==> config.mk <==
export PLATFORM = sky130hd
export DESIGN_NAME = fifo_falling_flat
export DESIGN_NICKNAME = d
export VERILOG_FILES = /design/src/rtl/fifo_falling_if.sv /design/src/rtl/fifo_falling.sv /design/src/flat_wrapper.sv
export SDC_FILE = /design/constraint.sdc
export NUM_CORES = 1
export LEC_CHECK = 0
export BUFFER_PORTS_ARGS = -buffer_cell sky130_fd_sc_hd__buf_2
export CAP_MARGIN = 20
export CORE_ASPECT_RATIO = 0.6
export CORE_MARGIN = 1.5
export CORE_UTILIZATION = 61
export DETAILED_ROUTE_END_ITERATION = 16
export PLACE_DENSITY = 0.8
export RECOVER_POWER = 50
export SYNTH_ARGS = -nofsm -noshare
export SYNTH_HDL_FRONTEND = slang
export SYNTH_SLANG_ARGS = --single-unit
==> constraint.sdc <==
create_clock -name clk -period 12.55 [get_ports clk]
set_clock_uncertainty 0.1 [all_clocks]
set_input_delay 3.765 -clock clk [delete_from_list [all_inputs] [get_ports clk]]
set_output_delay 3.765 -clock clk [all_outputs]
set_load 0.02 [all_outputs]
==> src/rtl/fifo_falling_if.sv <==
// Push/pop bus for the falling-edge event FIFO between peripheral logic and the processor.
// The master side pushes and pops; the slave side is the FIFO itself.
interface fifo_falling_if #(
  parameter int unsigned WIDTH = 32,
  parameter int unsigned DEPTH = 8
);
  localparam int unsigned AW = $clog2(DEPTH);

  logic             write_enable;
  logic [WIDTH-1:0] data_write;
  logic             read_enable;
  logic             clear_flags;
  logic [WIDTH-1:0] data_read;
  logic             empty;
  logic             full;
  logic [AW:0]      count;
  logic             overflow;
  logic             underflow;

  modport master (
    output write_enable, data_write, read_enable, clear_flags,
    input  data_read, empty, full, count, overflow, underflow
  );

  modport slave (
    input  write_enable, data_write, read_enable, clear_flags,
    output data_read, empty, full, count, overflow, underflow
  );
endinterface

==> src/rtl/fifo_falling.sv <==
// Show-ahead FIFO whose state updates on the falling clock edge, so a rising-edge
// consumer always samples a value that has been stable for half a cycle.
module fifo_falling #(
  parameter int unsigned WIDTH = 32,
  parameter int unsigned DEPTH = 8
) (
  input logic           clk,
  input logic           reset,
  fifo_falling_if.slave bus
);
  localparam int unsigned AW = $clog2(DEPTH);
  localparam int unsigned CW = AW + 1;

  logic [WIDTH-1:0] mem [DEPTH];
  logic [AW-1:0]    wrPtr;
  logic [AW-1:0]    rdPtr;
  logic [CW-1:0]    count;
  logic             overflow;
  logic             underflow;

  logic isEmpty;
  logic isFull;
  logic pushAcc;
  logic popAcc;
  logic pushRej;
  logic popRej;

  // Status decoded from registered state only; no input reaches an output combinationally.
  assign isEmpty = (count == '0);
  assign isFull  = (count == CW'(DEPTH));

  // A full FIFO still takes a push when a pop frees the head slot on the same edge.
  assign pushAcc = bus.write_enable && (!isFull || bus.read_enable);
  assign popAcc  = bus.read_enable && !isEmpty;
  assign pushRej = bus.write_enable && !pushAcc;
  assign popRej  = bus.read_enable && isEmpty;

  always_ff @(negedge clk or posedge reset) begin
    if (reset) begin
      for (int unsigned i = 0; i < DEPTH; i++) mem[i] <= '0;
      wrPtr <= '0;
      rdPtr <= '0;
      count <= '0;
    end else begin
      if (pushAcc) begin
        mem[wrPtr] <= bus.data_write;
        wrPtr      <= wrPtr + AW'(1);
      end
      if (popAcc) rdPtr <= rdPtr + AW'(1);
      count <= count + CW'(pushAcc) - CW'(popAcc);
    end
  end

  // Sticky error flags; a new rejection on the clearing edge keeps the flag set.
  always_ff @(negedge clk or posedge reset) begin
    if (reset) begin
      overflow  <= 1'b0;
      underflow <= 1'b0;
    end else begin
      overflow  <= pushRej || (overflow && !bus.clear_flags);
      underflow <= popRej  || (underflow && !bus.clear_flags);
    end
  end

  assign bus.data_read = isEmpty ? '0 : mem[rdPtr];
  assign bus.empty     = isEmpty;
  assign bus.full      = isFull;
  assign bus.count     = count;
  assign bus.overflow  = overflow;
  assign bus.underflow = underflow;
endmodule

==> src/flat_wrapper.sv <==
// flat-port wrapper written by rule: the top's interface ports become plain ports
module fifo_falling_flat 
#(
  parameter int unsigned WIDTH = 32,
  parameter int unsigned DEPTH = 8
)
  (clk, reset, bus_write_enable, bus_data_write, bus_read_enable, bus_clear_flags, bus_data_read, bus_empty, bus_full, bus_count, bus_overflow, bus_underflow);
  fifo_falling_if #(.WIDTH(WIDTH), .DEPTH(DEPTH)) bus_i ();
  input logic clk;
  input logic reset;
  input wire logic [$bits(bus_i.write_enable)-1:0] bus_write_enable;
  input wire logic [$bits(bus_i.data_write)-1:0] bus_data_write;
  input wire logic [$bits(bus_i.read_enable)-1:0] bus_read_enable;
  input wire logic [$bits(bus_i.clear_flags)-1:0] bus_clear_flags;
  output wire logic [$bits(bus_i.data_read)-1:0] bus_data_read;
  output wire logic [$bits(bus_i.empty)-1:0] bus_empty;
  output wire logic [$bits(bus_i.full)-1:0] bus_full;
  output wire logic [$bits(bus_i.count)-1:0] bus_count;
  output wire logic [$bits(bus_i.overflow)-1:0] bus_overflow;
  output wire logic [$bits(bus_i.underflow)-1:0] bus_underflow;
  assign bus_i.write_enable = bus_write_enable;
  assign bus_i.data_write = bus_data_write;
  assign bus_i.read_enable = bus_read_enable;
  assign bus_i.clear_flags = bus_clear_flags;
  assign bus_data_read = bus_i.data_read;
  assign bus_empty = bus_i.empty;
  assign bus_full = bus_i.full;
  assign bus_count = bus_i.count;
  assign bus_overflow = bus_i.overflow;
  assign bus_underflow = bus_i.underflow;
  fifo_falling #(.WIDTH(WIDTH), .DEPTH(DEPTH)) u_core (.clk(clk), .reset(reset), .bus(bus_i));
endmodule
==> impl_metrics.csv <==
group,metric,value,unit
global_routing,overflow,0,
critical_path,crit_fanout,8,
global_routing,grt_pass1_wl,42600,um
synth,ys_ff_latch,268,
placed_design,dp_slack,416,ps
floorplan,initial_core_util,0.633,
floorplan,core_area,19300,um^2
run,drv_cap,0,
pwr,clkPwrFrac,0.186,
pwr,total_power,4.33,mW
synth,yosysTopAreaCellShare,0.548,
sta,tightest_slew,1420,ps
clock_tree,clk_latency,520,ps
global_routing,grt_usage,0.269,
synth,synth_edf_count,0,
synth,synth_common_cells,"268 x dfrtn_1, 243 x mux2_2, 64 x mux4_2",
placed_design,placedCellCount,1055,
route,wl,27100,um
floorplan,rows,39,
clock_tree,cts_hold_buf,0,
synth,syn_nets,770,
synth,async_reset_ff_frac,1.00,
placed_design,dpl_cell_area,13000,um^2
synth,ys_warn_count,0,
floorplan,die_y,113,um
global_routing,grt_max_degree,50,
finish,final_util,0.727,
placed_design,io_buffers,76,
pwr,p_int,2.91,mW
global_routing,antenna_found_initial,1,
route,initialDrtViolationCount,426,
sta,slew_headroom,0.0538,
clock_tree,cts.path.max_buffers,3,
sta,maxSlewViolCount,0,
pwr,share_comb_of_total_power,0.447,
synth,synth_flop_cell,"dfrtn_1",
finish,ff_latch_area,6710,um^2
critical_path,path_class,"flop to primary output",
synth,synthesis.instances,724,
finish,finalNonFillerCells,1119,
synth,synthesis.area,12200,um^2
pwr,power_frac_seq,0.366,
clock_tree,cts_made_buffers,25,
route,dr_total_vias,6957,
worst_hold_path,hold_class,"flop to flop",
pwr,peakVddDrop,148,uV
synth,ys_seq_area_frac,0.548,
worst_hold_path,hp-start,"u_core.mem[52]",
sta,fin_ws,52.0,ps
critical_path,rr_worst_depth,6,
route,post_drt_wl_per_cell,24.2,um
sta,finalSetupViolCount,0,
pwr,p_leak,6.26,nW
floorplan,dieArea,20900,um^2
finish,multi_input_area,5080,um^2
worst_hold_path,whs_path_depth,1,
clock_tree,clockRootBuffer,"clkbuf_16",
critical_path,start_kind,"flop",
route,drc,0,
finish,syn2layout_area_growth,14.9,%
pwr,switching_share,0.329,
sta,finalHoldViolCount,0,
critical_path,cp.required,8680,ps
pwr,p_per_area,308,nW/um^2
sta,finalSetupTns,0,ps
status,outcome,"finished, final reports clean",
route,first_pass_iters,4,
route,postRouteAntennaNets,0,
synth,yosys-top-cells-area,"dfrtn_1 55%, mux2_2 22%, mux4_2 12%",
floorplan,num_io_pins,77,
route,avgViaCountPerCell,6.22,
synth,yosys.area.top_type,"dfrtn_1",
synth,syn_area_per_cell,16.9,um^2
floorplan,die_w,186,um
critical_path,cp-end-kind,"primary output",
finish,fin_nets,879,
clock_tree,clk_pin_slew,50,ps
synth,synth.most_common_cell,"dfrtn_1",
placed_design,dp_hpwl,17000,um
finish,drive_above_1_share,0.561,
critical_path,critical_path.startpoint,"u_core.bus.count[2]",
critical_path,timing.rr.start,"u_core.bus.count[2]",
pwr,power.switching,1.43,mW
clock_tree,cts_sinks,268,
clock_tree,htree_levels,1,
sta,whs,339,ps
placed_design,routabilityCongestion,0.746,
finish,fill_cells,1192,
finish,fin_area,14100,um^2
synth,yosysUniqueCellTypes,33,
critical_path,arrival,8630,ps
clock_tree,cts_tree,"built",
global_routing,grt_pass1_vias,7585,
[layer usage]
metal / global-route usage / routed length (um) / vias to the layer above
met5: 0 / 0 / -
met4: 0.0667 / 312 / 0
li1: - / - / 2950
met1: 0.395 / 12100 / 3781
met2: 0.424 / 13100 / 195
met3: 0.0474 / 1610 / 31
[critical path: stages (launching register included)]
cell	delay, ps
dfrtn_1	410
inv_1	80
ha_1	190
nor3b_1	130
buf_4	170
nor2b_4	210
buf_12	160
buf_12	140
a22o_1	180
buf_4	160
[registers in the layout, summed over array words and instances (netlist names)]
name / flops
u_core.mem: 256
u_core.bus.count: 4
u_core.bus.underflow: 1
u_core.bus.overflow: 1
u_core.wrPtr: 3
u_core.rdPtr: 3
[power by group through the flow]
stage / combinational, mW / clock, mW / sequential (mW)
6_report: 1.94 / 0.807 / 1.59
5_1_grt: 2.06 / 0.858 / 1.63
4_1_cts: 1.85 / 0.821 / 1.58
3_5_place_dp: 1.81 / 0 / 1.59
3_3_place_gp: 1.75 / 0 / 1.54
2_1_floorplan: 1.39 / 0 / 1.50
[cell families after synthesis]
| logic type | Yosys count | synth area share |
|---|---|---|
| compound gates | 36 | 0.0249 |
| buf+inv | 61 | 0.0368 |
| simple gates | 22 | 0.0206 |
| mux | 322 | 0.355 |
| xor+xnor | 6 | 0.00430 |
| flops | 268 | 0.548 |
| fa+ha+maj | 9 | 0.00982 |
[what timing repair did]
item | CTS | global route
pin swaps | 2 | 1
endpoints found under the hold margin | 0 | 0
resized for setup | 5 | 13
gates cloned | 1 | 1
setup buffers | 1 | 14
setup endpoints to repair | 27 | 32
[layout make-up]
| class | count | share of cell area |
|---|---|---|
| well taps | 266 | 0.0237 |
| clock inverters | 11 | 0.0115 |
| diodes | 1 | 0.000178 |
| clock buffers | 35 | 0.0514 |
| flip-flops and latches | 268 | 0.477 |
| repair buffers | 130 | 0.0712 |
| multi-input cells | 395 | 0.361 |
| inverters | 13 | 0.00356 |
[path summary, 6_finish.rpt]
path,slack (ps),endpoint
worst max-delay path,50,bus_data_read[19]
worst min-delay path,340,u_core.mem[52]
worst max register to register,9180,u_core.mem[130]
worst min register to register,340,u_core.mem[52]
max in group asynchronous,680,u_core.mem[171]
min in group asynchronous,9470,u_core.mem[218]
[cells in the final DEF, fill, tap and decap left out, types with 12 or more instances in the layout]
master	synthesis	layout
a22o_1	32	31
buf_12	0	12
buf_2	9	67
buf_4	3	29
clkbuf_1	12	15
clkbuf_16	0	26
dfrtn_1	268	268
inv_1	13	12
mux2_1	15	15
mux2_2	243	243
mux4_2	64	64
(Power assumes the default switching activity.)
